==> src/rtl/vga_fb_pkg.sv <==
// Geometry, command codes and FSM states shared by the framebuffer writer
// and the scan-out reader.
package vga_fb_pkg;

   localparam int H_PIX          = 640;
   localparam int V_PIX          = 480;
   localparam int WORDS_PER_LINE = H_PIX / 16;
   localparam int VMEM_END       = (H_PIX * V_PIX / 16) - 1;

   typedef enum logic [1:0] {
      OP_PLOT = 2'b00,
      OP_XOR  = 2'b01,
      OP_WORD = 2'b10,
      OP_FILL = 2'b11
   } op_t;

   typedef enum logic [2:0] {
      ST_IDLE,
      ST_RD_REQ,
      ST_RD_CAP,
      ST_WR_REQ,
      ST_GAP
   } state_t;

   // Leftmost pixel of a word sits in bit 15; scan-out shifts MSB first.
   function automatic logic [15:0] pix_mask(input logic [3:0] col);
      return 16'h8000 >> col;
   endfunction

endpackage

==> src/rtl/vga_fb_addr.sv <==
// Pixel coordinate to SRAM word address, one-hot bit mask and range flag.
module vga_fb_addr
   import vga_fb_pkg::*;
#(
   parameter logic [17:0] FB_BASE = 18'd0
) (
   input  logic [9:0]  x,
   input  logic [8:0]  y,
   output logic [17:0] adr,
   output logic [15:0] mask,
   output logic        in_range
);

   logic [14:0] line_off;

   always_comb begin
      // y*40 without a multiplier; 479*40 still fits in 15 bits.
      line_off = ({6'd0, y} << 5) + ({6'd0, y} << 3);
      adr      = FB_BASE + {3'd0, line_off} + {12'd0, x[9:4]};
      mask     = pix_mask(x[3:0]);
      // x[9:4] < 40 is the same bound as x < 640, so pixel and word ops share it.
      in_range = (x[9:4] < 6'(WORDS_PER_LINE)) && (y < 9'(V_PIX));
   end

endmodule

==> src/rtl/vga_fb_writer.sv <==
// CPU-side framebuffer write engine: PLOT/XOR via read-modify-write, WORD and
// FILL via plain writes, all over the shared request/grant SRAM port.
module vga_fb_writer
   import vga_fb_pkg::*;
#(
   parameter logic [17:0] FB_BASE = 18'd0
) (
   input  logic        clk,
   input  logic        rst,
   input  logic        cmd_valid,
   output logic        cmd_ready,
   input  logic [1:0]  cmd_op,
   input  logic [9:0]  cmd_x,
   input  logic [8:0]  cmd_y,
   input  logic [15:0] cmd_data,
   output logic        err_oob,
   output logic [17:0] sram_adr,
   input  logic [15:0] sram_in,
   output logic [15:0] sram_dout,
   output logic        sram_we,
   output logic        data_rq,
   input  logic        grant
);

   state_t      state, state_nxt;
   op_t         op;
   logic        pix_val;
   logic [15:0] mask_q;
   logic [14:0] offset;
   logic [17:0] pix_adr;
   logic [15:0] pix_mask_w;
   logic        in_range;
   logic        xfer;
   logic        fill_more;
   logic [15:0] modified;

   vga_fb_addr #(.FB_BASE(FB_BASE)) u_addr (
      .x        (cmd_x),
      .y        (cmd_y),
      .adr      (pix_adr),
      .mask     (pix_mask_w),
      .in_range (in_range)
   );

   // Handshake and bus strobes decode straight from the state register.
   assign cmd_ready = (state == ST_IDLE);
   assign data_rq   = (state == ST_RD_REQ) || (state == ST_WR_REQ);
   assign sram_we   = (state == ST_WR_REQ);
   assign xfer      = cmd_valid && cmd_ready;
   assign fill_more = (op == OP_FILL) && (offset != 15'(VMEM_END));

   always_ff @(posedge clk) begin
      if (!rst) state <= ST_IDLE;
      else      state <= state_nxt;
   end

   always_comb begin
      state_nxt = state;
      case (state)
         ST_IDLE: begin
            if (xfer) begin
               if (cmd_op == OP_FILL)      state_nxt = ST_WR_REQ;
               else if (!in_range)         state_nxt = ST_IDLE;
               else if (cmd_op == OP_WORD) state_nxt = ST_WR_REQ;
               else                        state_nxt = ST_RD_REQ;
            end
         end
         ST_RD_REQ: if (grant) state_nxt = ST_RD_CAP;
         ST_RD_CAP: state_nxt = ST_WR_REQ;
         ST_WR_REQ: if (grant) state_nxt = fill_more ? ST_GAP : ST_IDLE;
         ST_GAP:    state_nxt = ST_WR_REQ;
         default:   state_nxt = ST_IDLE;
      endcase
   end

   always_comb begin
      modified = sram_in ^ mask_q;
      if (op == OP_PLOT)
         modified = pix_val ? (sram_in | mask_q) : (sram_in & ~mask_q);
   end

   always_ff @(posedge clk) begin
      if (!rst) begin
         op        <= OP_PLOT;
         pix_val   <= 1'b0;
         mask_q    <= 16'd0;
         offset    <= 15'd0;
         sram_adr  <= 18'd0;
         sram_dout <= 16'd0;
         err_oob   <= 1'b0;
      end else begin
         err_oob <= xfer && (cmd_op != OP_FILL) && !in_range;
         case (state)
            ST_IDLE: begin
               if (xfer) begin
                  op        <= op_t'(cmd_op);
                  pix_val   <= cmd_data[0];
                  mask_q    <= pix_mask_w;
                  offset    <= 15'd0;
                  sram_adr  <= (cmd_op == OP_FILL) ? FB_BASE : pix_adr;
                  sram_dout <= cmd_data;
               end
            end
            ST_RD_CAP: sram_dout <= modified;
            ST_WR_REQ: begin
               if (grant && fill_more) begin
                  offset   <= offset + 15'd1;
                  sram_adr <= sram_adr + 18'd1;
               end
            end
            default: ;
         endcase
      end
   end

endmodule

==> config.mk <==
export PLATFORM = sky130hd
export DESIGN_NAME = vga_fb_writer
export DESIGN_NICKNAME = d
export VERILOG_FILES = /design/src/rtl/vga_fb_pkg.sv /design/src/rtl/vga_fb_addr.sv /design/src/rtl/vga_fb_writer.sv
export SDC_FILE = /design/constraint.sdc
export NUM_CORES = 1
export LEC_CHECK = 0
export BUFFER_PORTS_ARGS = -buffer_cell sky130_fd_sc_hd__buf_2
export CAP_MARGIN = 5
export CORE_UTILIZATION = 30
export DETAILED_ROUTE_END_ITERATION = 6
export GPL_TIMING_DRIVEN = 1
export PLACE_DENSITY_LB_ADDON = 0.1
export SLEW_MARGIN = 20
export SYNTH_ARGS = -nofsm -noshare
export SYNTH_HDL_FRONTEND = slang
export SYNTH_HIERARCHICAL = 1
export SYNTH_SLANG_ARGS = --single-unit
==> constraint.sdc <==
create_clock -name clk -period 6.2 [get_ports clk]
set_input_delay 0.31 -clock clk [delete_from_list [all_inputs] [get_ports clk]]
set_output_delay 0.31 -clock clk [all_outputs]
set_load 0.01 [all_outputs]
Word-level counts from Yosys, hierarchy flattened --
Index checks and enable logic that the tools add are counted.
Word-level totals: bits of input ports 57, flip-flop bits (word level) 72, word-level logic and storage cells 68, output and inout bits 38
Operators by class: muxes and demuxes 19, add/sub/neg operators 4, bitwise logic cells 4, equal/unequal tests 13, reductions and logical operators 17, magnitude comparators 2, shift operators 1
Operators with widths (number):
- $mux W18 | 3
- $mux W16 | 3
- $pmux W18 S2 | 1
- $pmux W16 S2 | 1
- $mux W15 | 2
- $pmux W15 S2 | 1
- $add A18 B1 Y18 const B | 1
- $add A15 B6 Y16 | 1
- $and A16 B16 Y16 | 1
- $not A16 Y16 | 1
- $or A16 B16 Y16 | 1
- $shr A16 B4 Y16 const A | 1
- $xor A16 B16 Y16 | 1
- $add A14 B12 Y15 | 1
- $add A15 B1 Y15 const B | 1
- $ne A15 B15 Y1 const B | 1
- $mux W3 | 4
- $pmux W3 S4 | 1
- $lt A9 B9 Y1 const B | 1
- $eq A2 B2 Y1 const B | 3
- $eq A3 B2 Y1 const B | 2
- $logic_and A1 B1 Y1 | 6
- $lt A6 B6 Y1 const B | 1
- $mux W2 | 3
- 12 further kinds | 18

Depth between registers and ports, before layout --
depth after elaboration 6, gate-level depth with buffers 12, depth with buffers taken out 12

Modules after synthesis --
Netlist, hierarchy kept.
Modules (own cells, without submodules):
- vga_fb_writer | area each 3751.1 um2, seq. area each 1441.4 um2, instances 1, cells each 486
- vga_fb_addr | area each 720.7 um2, seq. area each 0.0 um2, instances 1, cells each 101

Worst setup path after synthesis --
OpenSTA, ideal clock, no wires.
path kind input -> register, start point input port cmd_y[0], end point register sram_adr[11], cell stages on the path 11, setup slack 3677 ps, path buffers 0, data required time 6108 ps, data arrival time 2431 ps, setup time 92 ps, cell sequence inv_1 > fa_1 > inv_1 > ha_1 > a21o_1 > a2111oi_4 > o21bai_1 > a21oi_1 > xnor2_1 > a31oi_1 > o32ai_1
On the way: cells in the longest elaborated chain, start to end 5
RTL lines:
- from (decl) | RTL line vga_fb_writer.sv:14 | input logic [8:0] cmd_y,
- $add A14 B12 Y15 | RTL line vga_fb_addr.sv:18 | line_off = ({6'd0, y} << 5) + ({6'd0, y} << 3);
- $add A15 B6 Y16 | RTL line vga_fb_addr.sv:19 | adr = FB_BASE + {3'd0, line_off} + {12'd0, x[9:4]};
- via pix_adr[11] | RTL line vga_fb_writer.sv:30 | logic [17:0] pix_adr;
- $mux W18 | RTL line vga_fb_writer.sv:100 | sram_adr <= (cmd_op == OP_FILL) ? FB_BASE : pix_adr;
- $mux W18 | RTL line vga_fb_writer.sv:95 | if (xfer) begin
- $pmux W18 S2 | RTL line vga_fb_writer.sv:93 | case (state)
- to (signal assigned) | RTL line vga_fb_writer.sv:100
- to (signal assigned) | RTL line vga_fb_writer.sv:108 | sram_adr <= sram_adr + 18'd1;
- to (decl) | RTL line vga_fb_writer.sv:17 | output logic [17:0] sram_adr,
The timed path passes the listed nets, and every way through them passes these cells. The select of a mux whose other input is x is not followed. A chain may end at the register's enable or synchronous reset.

Worst setup path in the final report --
start point register state[2], end point register sram_adr[10]
On the way: cells in the longest elaborated chain, start to end 4, elaborated cells on any way between the ends 8, those cells by class eq/ne (3); mux (1); reduce/logical (4)
RTL lines:
- from (decl) | RTL line vga_fb_writer.sv:25 | state_t state, state_nxt;
- from (signal assigned) | RTL line vga_fb_writer.sv:54 | else state <= state_nxt;
- $logic_not A3 Y1 | RTL line vga_fb_writer.sv:46, vga_fb_writer.sv:93
- $logic_and A1 B1 Y1 | RTL line vga_fb_writer.sv:49 | assign xfer = cmd_valid && cmd_ready;
- $ne A2 B1 Y1 (no line)
- $reduce_and A3 Y1 (no line)
Parallel ways exist; a longest one is shown, timed or not.

==> results.sh <==
export IMPL_start_kind="register"
export IMPL_postSynth_asyncResetShare=0
export IMPL_synthTopCellsByCount="105 x nand2_1, 72 x dfxtp_1, 54 x a21oi_1"
export IMPL_ios=95
export IMPL_cts_resized=0
export IMPL_synth_mux_area_frac=0.002238
export IMPL_diodes=0
export IMPL_worstMarginPinSlew_ns=1.088
export IMPL_synthAdderAreaFrac=0.06212
export IMPL_synth_edf_count=0
export IMPL_setup_violations=0
export IMPL_clock_skew_ns=0.005221
export IMPL_worstSetupEndpointType="register"
export IMPL_grt_antenna_before_repair=0
export IMPL_groute_usage_overall=0.1873
export IMPL_cts_sinks=72
export IMPL_synth_xor_area_frac=0.01371
export IMPL_numCtsBuffers=9
export IMPL_routed_wl_um=13880
export IMPL_grt_overflow=0
export IMPL_grt_pass1_vias=4196
export IMPL_critPathArrivalTime_ns=3.16
export IMPL_p_int_uw=977.9
export IMPL_drc_errors=0
export IMPL_post_cts_setup_buffers=0
export IMPL_synth_compound_area_frac=0.2770
export IMPL_gp_congestion=0.8022
export IMPL_whs_ns=0.2124
export IMPL_peakVddDrop_v=0.0001467
export IMPL_syn_area_um2=4472
export IMPL_critPathMaxFanout=33
export IMPL_holdBufCountCts=0
export IMPL_hold_viol_final=0
export IMPL_synth_cell_type_count=56
export IMPL_multi_input_area_um2=2738
export IMPL_synth_top_area_share=0.3223
export IMPL_ys_seq_area_frac=0.3223
export IMPL_hold_path_class="in2reg"
export IMPL_drive_gt1_frac=0.1933
export IMPL_synthSimpleGateAreaFrac=0.2546
export IMPL_die_x_um=124.1
export IMPL_yosys_top_cells_area="dfxtp_1 32%, nand2_1 8.8%, a311oi_1 7.2%, a21oi_1 6.0%, ha_1 5.3%"
export IMPL_rsz0062_at_grt="false"
export IMPL_yosysMostFrequentCell="nand2_1"
export IMPL_fmax_mhz=341.8
export IMPL_die_h_um=124.1
export IMPL_drt_first_pass_iters=4
export IMPL_p_leak_uw=0.002121
export IMPL_worstSetupPathType="reg2reg"
export IMPL_clockBufferDepth=2
export IMPL_rows=44
export IMPL_relSlewSlack=0.2731
export IMPL_cap_violations=0
export IMPL_power_switching_share=0.3020
export IMPL_final_area_um2=5304
export IMPL_switchingPower_uw=423.1
export IMPL_fin_crit_sh=0.4719
export IMPL_path_clk_slew_ns=0.06
export IMPL_grt_max_degree=41
export IMPL_antenna_left=0
export IMPL_final_nets=730
export IMPL_ys_flop_type="dfxtp_1"
export IMPL_slew_viol_final=0
export IMPL_area_growth_pct=18.61
export IMPL_port_buffers=94
export IMPL_regArea_um2=1441
export IMPL_core_region_area_um2=14530
export IMPL_power_uw=1401
export IMPL_vias_per_cell=5.421
export IMPL_combPwrFrac=0.219
export IMPL_synth_seq_cells=72
export IMPL_setup_tns_ns=0
export IMPL_dpl_cell_area_um2=4981
export IMPL_dp_hpwl_um=9784
export IMPL_pwr_share_clk=0.405
export IMPL_vias=4559
export IMPL_worstPathRequired_ns=6.43
export IMPL_clock_latency_ns=0.34
export IMPL_fillerInstances=1616
export IMPL_avgSynthCellArea_um2=7.618
export IMPL_cts_tree="built"
export IMPL_status="finished clean"
export IMPL_power_frac_seq=0.376
export IMPL_period_needed_ns=2.926
export IMPL_wl_per_cell_um=16.50
export IMPL_synth_top_family_by_area="compound AO/OA/AOI/OAI gates"
export IMPL_grt_pass1_wl_um=21970
export IMPL_initial_utilization=0.3077
export IMPL_cts_root_buf="clkbuf_16"
export IMPL_drt_initial_drc_count=397
export IMPL_yosys_warnings=6
export IMPL_synthCells=587
export IMPL_die_area_um2=15400
export IMPL_h_tree_depth=3
export IMPL_synth_largest_area_cell="dfxtp_1"
export IMPL_power_density_nw_per_um2=264.1
==> placed cells by master (no fill, tap or decap), drive strengths merged, types with 4 or more instances in the layout <==
cell | Yosys | final
clkbuf | 34 | 11
buf | 13 | 99
o211ai | 4 | 4
o221a | 6 | 6
and4 | 5 | 5
inv | 16 | 16
ha | 19 | 19
dfxtp | 72 | 72
a41oi | 4 | 4
nor2b | 17 | 17
nand2 | 105 | 105
and2 | 8 | 8
xnor2 | 7 | 7
a21o | 5 | 5
a311oi | 37 | 37
nor2 | 40 | 40
a21oi | 54 | 54
and3 | 10 | 10
nand4 | 10 | 10
nand3 | 13 | 13
nor3 | 17 | 17
o21ai | 39 | 39
nand2b | 4 | 4
a31oi | 12 | 12
==> routing by layer <==
metal | vias to the layer above | track usage | share of wire
met4 | 0 | 0.07217 | 0.018
met5 | - | 0 | 0
met2 | 112 | 0.2804 | 0.44
met1 | 2156 | 0.2593 | 0.49
met3 | 17 | 0.04121 | 0.057
li1 | 2274 | - | -
==> through the flow <==
| step | std cells | setup WS, ns | util |
|---|---|---|---|
| 3_5_place_dp | 825 | 3.276 | 0.3427 |
| 4_1_cts | 841 | 3.260 | 0.3649 |
| 6_report | 841 | 3.274 | 0.3649 |
| 5_1_grt | 841 | 3.047 | 0.3649 |
| 2_1_floorplan | 589 | 3.677 | - |
| 3_3_place_gp | 825 | 3.329 | 0.3427 |
==> cells by family after synthesis <==
kind of cell | Yosys count
adder cells (fa/ha/maj) | 21
buffers and inverters | 64
AND/OR/NAND/NOR | 239
XOR/XNOR | 7
flip-flops | 72
multiplexers | 1
other | 1
AO/OA/AOI/OAI | 182
==> power groups by stage <==
stage | Combinational, uW | Clock (uW) | Sequential [uW]
finish | 306 | 567 | 527
global route | 343 | 601 | 533
CTS | 308 | 580 | 527
detailed placement | 307 | 0 | 537
global placement | 304 | 0 | 535
floorplan | 203 | 0 | 540
==> worst paths after layout <==
path / from / to / slack (ns) / cells after the start
max: state[2] / sram_adr[10] / 3.27 / 8
min: grant / state[0] / 0.21 / 2
max reg2reg: state[2] / sram_adr[10] / 3.27 / 8
min reg2reg: pix_val / pix_val / 0.46 / 2
==> flip-flops by register name (all words and copies together) (netlist names) <==
register   count
mask_q        16
err_oob        1
offset        15
op             2
state          3
sram_dout     16
pix_val        1
sram_adr      18
==> layout make-up <==
type | count | share of cell area
multi-input combinational | 453 | 0.5162
sequential | 72 | 0.2718
timing repair buffer | 99 | 0.09578
clock buffer | 11 | 0.04577
tap | 184 | 0.04341
clock inverter | 5 | 0.01510
inverter | 17 | 0.01203
==> critical path: stages (launching register included) <==
cell and delay (ns):
dfxtp_1 0.39, nand3b_1 0.13, buf_4 0.32, inv_2 0.33
nand4_1 0.29, o21a_1 0.65, buf_4 0.35, nor2_1 0.07
o221a_2 0.26
(Power assumes the default switching activity.)
